## src/rtl/div_shift.sv

```systemverilog
// Sequential restoring shift-subtract unsigned divider, one quotient bit per clock.
// Optional divide-by-zero detection via DIV_ZERO_DET_EN (adds the div_zero port and an early-out path).
module div_shift #(
  parameter int unsigned WIDTH = 256
) (
  input  logic             clk,
  input  logic             rst_n,
  input  logic             start,
  input  logic [WIDTH-1:0] ain,
  input  logic [WIDTH-1:0] bin,
  output logic [WIDTH-1:0] quotient,
  output logic [WIDTH-1:0] remainder,
  output logic             busy,
  output logic             done
`ifdef DIV_ZERO_DET_EN
  ,
  output logic             div_zero
`endif
);

  localparam int unsigned CW = $clog2(WIDTH) + 1;

  typedef enum logic [1:0] {S_IDLE, S_CALC, S_DONE} state_t;

  state_t           r_state, w_next;
  logic [WIDTH-1:0] r_dvd;
  logic [WIDTH-1:0] r_dvsr;
  logic [WIDTH-1:0] r_rem;
  logic [CW-1:0]    r_cnt;
  logic [WIDTH:0]   w_trial;
  logic [WIDTH-1:0] w_diff;
  logic             w_ge;
  logic             w_last;
  logic             w_zero;

  // Trial value keeps the carry bit; the difference fits in WIDTH bits whenever it is used.
  always_comb begin
    w_trial = {r_rem, r_dvd[WIDTH-1]};
    w_ge    = (w_trial >= {1'b0, r_dvsr});
    w_diff  = w_trial[WIDTH-1:0] - r_dvsr;
    w_last  = (r_cnt == CW'(WIDTH));
`ifdef DIV_ZERO_DET_EN
    w_zero  = (bin == '0);
`else
    w_zero  = 1'b0;
`endif
  end

  always_comb begin
    w_next = r_state;
    case (r_state)
      S_IDLE:  if (start) w_next = w_zero ? S_DONE : S_CALC;
      S_CALC:  if (w_last) w_next = S_DONE;
      S_DONE:  w_next = S_IDLE;
      default: w_next = S_IDLE;
    endcase
  end

  assign busy = (r_state != S_IDLE);
  assign done = (r_state == S_DONE);

  always_ff @(posedge clk or negedge rst_n) begin
    if (!rst_n) begin
      r_state   <= S_IDLE;
      r_dvd     <= '0;
      r_dvsr    <= '0;
      r_rem     <= '0;
      r_cnt     <= '0;
      quotient  <= '0;
      remainder <= '0;
`ifdef DIV_ZERO_DET_EN
      div_zero  <= 1'b0;
`endif
    end else begin
      r_state <= w_next;
      case (r_state)
        S_IDLE: begin
          if (start) begin
            r_dvd  <= ain;
            r_dvsr <= bin;
            r_rem  <= '0;
            r_cnt  <= '0;
`ifdef DIV_ZERO_DET_EN
            div_zero <= w_zero;
            if (w_zero) begin
              quotient  <= '1;
              remainder <= ain;
            end
`endif
          end
        end
        S_CALC: begin
          // Dividend register doubles as the quotient shift register.
          if (!w_last) begin
            r_rem <= w_ge ? w_diff : w_trial[WIDTH-1:0];
            r_dvd <= {r_dvd[WIDTH-2:0], w_ge};
            r_cnt <= r_cnt + 1'b1;
          end else begin
            quotient  <= r_dvd;
            remainder <= r_rem;
          end
        end
        default: ;
      endcase
    end
  end

endmodule
```

## config.mk

```make
export PLATFORM = sky130hd
export DESIGN_NAME = div_shift
export DESIGN_NICKNAME = d
export VERILOG_FILES = /design/src/rtl/div_shift.sv
export SDC_FILE = /design/constraint.sdc
export NUM_CORES = 2
export LEC_CHECK = 0
export ABC_AREA = 1
export BUFFER_PORTS_ARGS = -buffer_cell sky130_fd_sc_hd__buf_2
export CAP_MARGIN = 15
export CORE_UTILIZATION = 25
export CTS_CLUSTER_DIAMETER = 60
export DETAILED_ROUTE_END_ITERATION = 12
export GPL_ROUTABILITY_DRIVEN = 0
export REMOVE_ABC_BUFFERS = 1
export SKIP_LAST_GASP = 1
export SYNTH_ARGS = -nofsm -noshare
export SYNTH_HDL_FRONTEND = slang
export SYNTH_SLANG_ARGS = --single-unit
```

## constraint.sdc

```tcl
create_clock -name clk -period 2.5 [get_ports clk]
set_input_delay 0.5 -clock clk [delete_from_list [all_inputs] [get_ports clk]]
set_output_delay 0.5 -clock clk [all_outputs]
set_load 0.005 [all_outputs]
```

# Yosys cells after proc, flatten, opt, wreduce, memory -nomap -nowiden

Cells that the tools add are included.

Add/subtract/negate cells: 2
Magnitude comparators: 1
Equal/unequal tests: 6
Mux-type cells: 13
Reductions and logical operators: 7

Operators by type and width:

| kind                                                                  | number |
|---|---|
| 256-bit 2-to-1 mux                                                    | 5 |
| 256-bit case mux with 2 select lines                                  | 2 |
| 257-bit by 256-bit greater-or-equal comparator with 1-bit output      | 1 |
| 256-bit subtractor                                                    | 1 |
| 9-bit 2-to-1 mux                                                      | 2 |
| 9-bit case mux with 2 select lines                                    | 1 |
| 9-bit by 1-bit adder with 9-bit output, second input constant         | 1 |
| 9-bit equality test, second input constant                            | 1 |
| 2-bit != test, second input constant                                  | 3 |
| 2-bit AND reduction                                                   | 3 |
| 2-bit 2-to-1 mux                                                      | 2 |
| 2-bit case mux with 2 select lines                                    | 1 |
| 2-bit nonzero test                                                    | 2 |
| 3-bit AND reduction                                                   | 1 |
| 2-bit by 1-bit equality test with 1-bit output, second input constant | 1 |
| 2-bit equality test, second input constant                            | 1 |
| 2-bit logical NOT                                                     | 1 |

Register bits after elaboration: 1291
Output and inout port bits: 514

# Depth between registers and ports, before layout

Word-level depth: 4
Mapped depth: 23

# Worst setup path before layout

Ideal clock, no wire load.

Path kind: register to register
Start: register r_rem[206]
End: register r_rem[123]
Data arrival time: 2.308 ns
Data required time: 2.383 ns
Slack: 0.075 ns
Cell stages (with the launch flop): 18
Buffers on the path: 2
Period minus slack after synthesis: 2.425 ns
Cell sequence: dfrtp_1 -> ha_1 -> nand2_1 -> inv_1 -> nand2_1 -> nand2_1 -> a21oi_1 -> o21ai_0 -> nand2_1 -> nand2_1 -> nand2_1 -> nand3_2 -> nor2_4 -> buf_2 -> buf_2 -> nand3_1 -> nand3_1 -> nand2_1

Longest elaborated chain between the ends: 4

Ends and longest elaborated chain:

| element                                                          | line | source |
|---|---|---|
| start, declared                                                  | 28   | `logic [WIDTH-1:0] r_rem;` |
| start signal, assigned                                           | 95   | `r_rem <= w_ge ? w_diff : w_trial[WIDTH-1:0];` |
| 257-bit by 256-bit greater-or-equal comparator with 1-bit output | 39   | `w_ge = (w_trial >= {1'b0, r_dvsr});` |
| 256-bit 2-to-1 mux                                               | 95   |  |
| 256-bit 2-to-1 mux                                               | 94   | `if (!w_last) begin` |
| 256-bit case mux with 2 select lines                             | 76   | `case (r_state)` |

Every way passes these cells. The select of a mux whose other input is x is not followed.
A chain may end at the register's enable or synchronous reset.

# Worst setup path after layout

Start: register r_rem[199]
End: register r_rem[37]

The elaborated chain is that of the path after synthesis.

==> results_dict.tcl <==
set metrics [dict create \
    portBuffers 1028 \
    finalPower_uw 220600 \
    grtUsageTotal 0.2772 \
    min_from "bin[59]" \
    r2r-start "r_rem[199]" \
    viasPerCell 4.736 \
    grt_pass1_wl_um 682700 \
    pwr-share-clk 0.119 \
    syn_area_mm2 0.08514 \
    fmax_mhz 307.3 \
    switching_share 0.5019 \
    vias 103917 \
    ctsHtreeMaxLevel 4 \
    cts.path.max_buffers 4 \
    synth_edf_count 0 \
    ys_ff_latch 1291 \
    dp_hpwl_um 385800 \
    finalHoldViolCount 0 \
    cp.required_ps 3240 \
    internal-power_uw 109900 \
    p_per_area_mw_per_mm2 1608 \
    ys_seq_area_frac 0.3794 \
    clock-sinks 1291 \
    p_sw_uw 110700 \
    path_clk_slew_ps 60 \
    combPwrFrac 0.739 \
    place_ws_ps -1014 \
    syn2layout_area_growth_pct 61.10 \
    criticalPathCategory "flip-flop to flip-flop" \
    relSlewSlack 0.4273 \
    ir_drop_v 0.0007654 \
    antenna_left 0 \
    cellLeakagePower_uw 0.07578 \
    drive_gt1_frac 0.3256 \
    final_common_cell "nand2_1" \
    violations "setup timing" \
    drt-wirelength-per-cell_um 22.77 \
    skew_ps 129.3 \
    cp-end-kind "flip-flop" \
    wirelength_um 499500 \
    grt_pass1_vias 97958 \
    nets 18012 \
    antenna_found_initial 101 \
    maxCapViolations 0 \
    cts-root-buf "clkbuf_16" \
    ys_types 44 \
    cp-startpoint "r_rem[199]" \
    cp.arrival_ps 4000 \
    grt_max_degree 133 \
    dieArea_mm2 0.3429 \
    start_util 0.2521 \
    core_mm2 0.3377 \
    io_pins 1029 \
    yosysWarnings 0 \
    outcome "complete, but fails checks" \
    cts_buffers 174 \
    cts_tree "yes" \
    async_flop_share 1.000 \
    crit_path_start_kind "flip-flop" \
    syn_inst 13435 \
    nFillCells 34491 \
    die_h_um 585.6 \
    min_path_type "input pin to flip-flop" \
    dieWidth_um 585.6 \
    ys.flop_type "dfrtp_1" \
    maxSlewViolCount 0 \
    overflow 0 \
    rsz0062_at_grt "true" \
    fin_crit_ps 3255 \
    first_pass_iters 10 \
    tns_ps -163190 \
    seqPwrFrac 0.141 \
    insertion_delay_ps 990 \
    critPathMaxFanout 6 \
    worst_slew_pin_slew_ps 859.0 \
    setup_viol 257 \
    setup_ws_ps -754.6 \
    r2r_slack_ps -750 \
    layout_common_cells "nand2_1 (4830), inv_1 (2675), buf_4 (2191)" \
    avgSynthCellArea_um2 6.337 \
    drc_errors 0 \
    period_share 1.302 \
    drtIter0Drc 11751 \
    row_count 213 \
]
## power by group through the flow
stage                     clock network [uW]  logic (uW)  registers [uW]
after floorplan                            0       58200           29800
after global placement                     0      124000           30300
after detailed placement                   0      124000           30300
after CTS                              26800      142000           30300
after global routing                   27500      171000           31700
final                                  26400      163000           31200
## flip-flops by register name, summed over array words and instances (netlist names)
signal	flops
quotient	256
r_dvd	256
r_dvsr	256
r_rem	256
remainder	256
r_cnt	9
r_state	2
## worst max-delay path: stages, from the launching register on
cell and delay, ps:
dfrtp_1 410, ha_4 360, nand2_2 90, nor2_2 210
inv_2 50, nor2_2 90, buf_6 150, inv_6 40
nor3_4 250, nand2_4 100, buf_6 130, a21oi_4 130
nor2_4 60, buf_12 140, nand2_8 140, buf_12 160
buf_12 160, buf_12 120, buf_12 130, nand2_4 50
nand3_2 60, nand2_1 50
## stage by stage
step / utilization / cell area, um2 / cells / hold WS [ps]
after global placement: 0.3336 / 112700 / 20836 / 449.2
after global routing: 0.4059 / 137100 / 21905 / 5.233
after CTS: 0.3853 / 130100 / 21789 / 2.422
final: 0.4062 / 137200 / 21940 / 10.12
after detailed placement: 0.3336 / 112700 / 20836 / 452.8
after floorplan: - / 83430 / 13048 / 204.4
## repair_timing
| action | 4_1_cts | 5_1_grt |
|---|---|---|
| setup buffers | 78 | 124 |
| hold buffers | 504 | 0 |
| endpoints found under the hold margin | 929 | 0 |
| resized for setup | 956 | 1444 |
| pin swaps | 240 | 481 |
| endpoints found under the setup margin | 257 | 356 |
| cloned | 64 | 9 |
## cells in the mapped netlist, types with 8 or more instances
library cell | count | share of area
dfrtp_1 | 1291 | 0.38
nand2_1 | 5459 | 0.24
nor4_1 | 20 | 0.0015
nand4_1 | 39 | 0.0029
buf_2 | 59 | 0.0035
xnor2_1 | 125 | 0.013
nand3b_1 | 37 | 0.0033
o21a_1 | 11 | 0.00097
nor2_2 | 38 | 0.0028
a22oi_1 | 254 | 0.022
inv_1 | 2784 | 0.12
nor2_1 | 654 | 0.029
nand2_2 | 9 | 0.00066
a21oi_1 | 198 | 0.012
o21bai_1 | 8 | 0.00071
buf_4 | 16 | 0.0014
and2_1 | 19 | 0.0014
clkbuf_1 | 294 | 0.013
ha_1 | 258 | 0.038
inv_2 | 73 | 0.0032
o21ai_0 | 1012 | 0.059
nor3_1 | 59 | 0.0035
nand3_1 | 670 | 0.039
buf_6 | 13 | 0.0017
## routing by layer
| layer | GRT usage | vias to the layer above | routed length [um] |
|---|---|---|---|
| li1 | - | 48183 | - |
| met1 | 0.3282 | 47986 | 185200 |
| met2 | 0.4136 | 5750 | 206900 |
| met3 | 0.08426 | 1902 | 55000 |
| met4 | 0.2264 | 96 | 51750 |
| met5 | 0 | - | 677 |
## kinds of logic (layout without fill, tap and decap cells)
logic type	Yosys count	in the layout	synth area share
and+or+nand+nor	7023	7024	0.3274
buffers and inverters	3245	7180	0.1461
AOI/OAI and AO/OA	1489	1489	0.09574
DFF	1291	1291	0.3794
adders and majority gates	259	259	0.03815
xor gates and xnor gates	128	128	0.01317
other	0	54	0
## final cells by class
cell class | count | area [um2] | area share
multi-input cells | 8900 | 49910 | 0.3639
flip-flops and latches | 1291 | 32310 | 0.2356
repair buffers | 4013 | 32410 | 0.2363
inverters | 2858 | 10790 | 0.07863
well taps | 4515 | 5649 | 0.04119
clock inverters | 86 | 1166 | 0.008502
diodes | 54 | 135.1 | 0.0009852
clock buffers | 223 | 4800 | 0.03499
## worst paths after layout
kind,end,depth (start not counted)
setup / recovery,r_rem[37],21
hold / removal,r_dvsr[59],3
setup reg to reg,r_rem[37],21
hold reg to reg,remainder[199],2
max in group asynchronous,r_rem[7],3
min in group asynchronous,r_dvsr[176],2
Power figures use the tool's default switching activity.
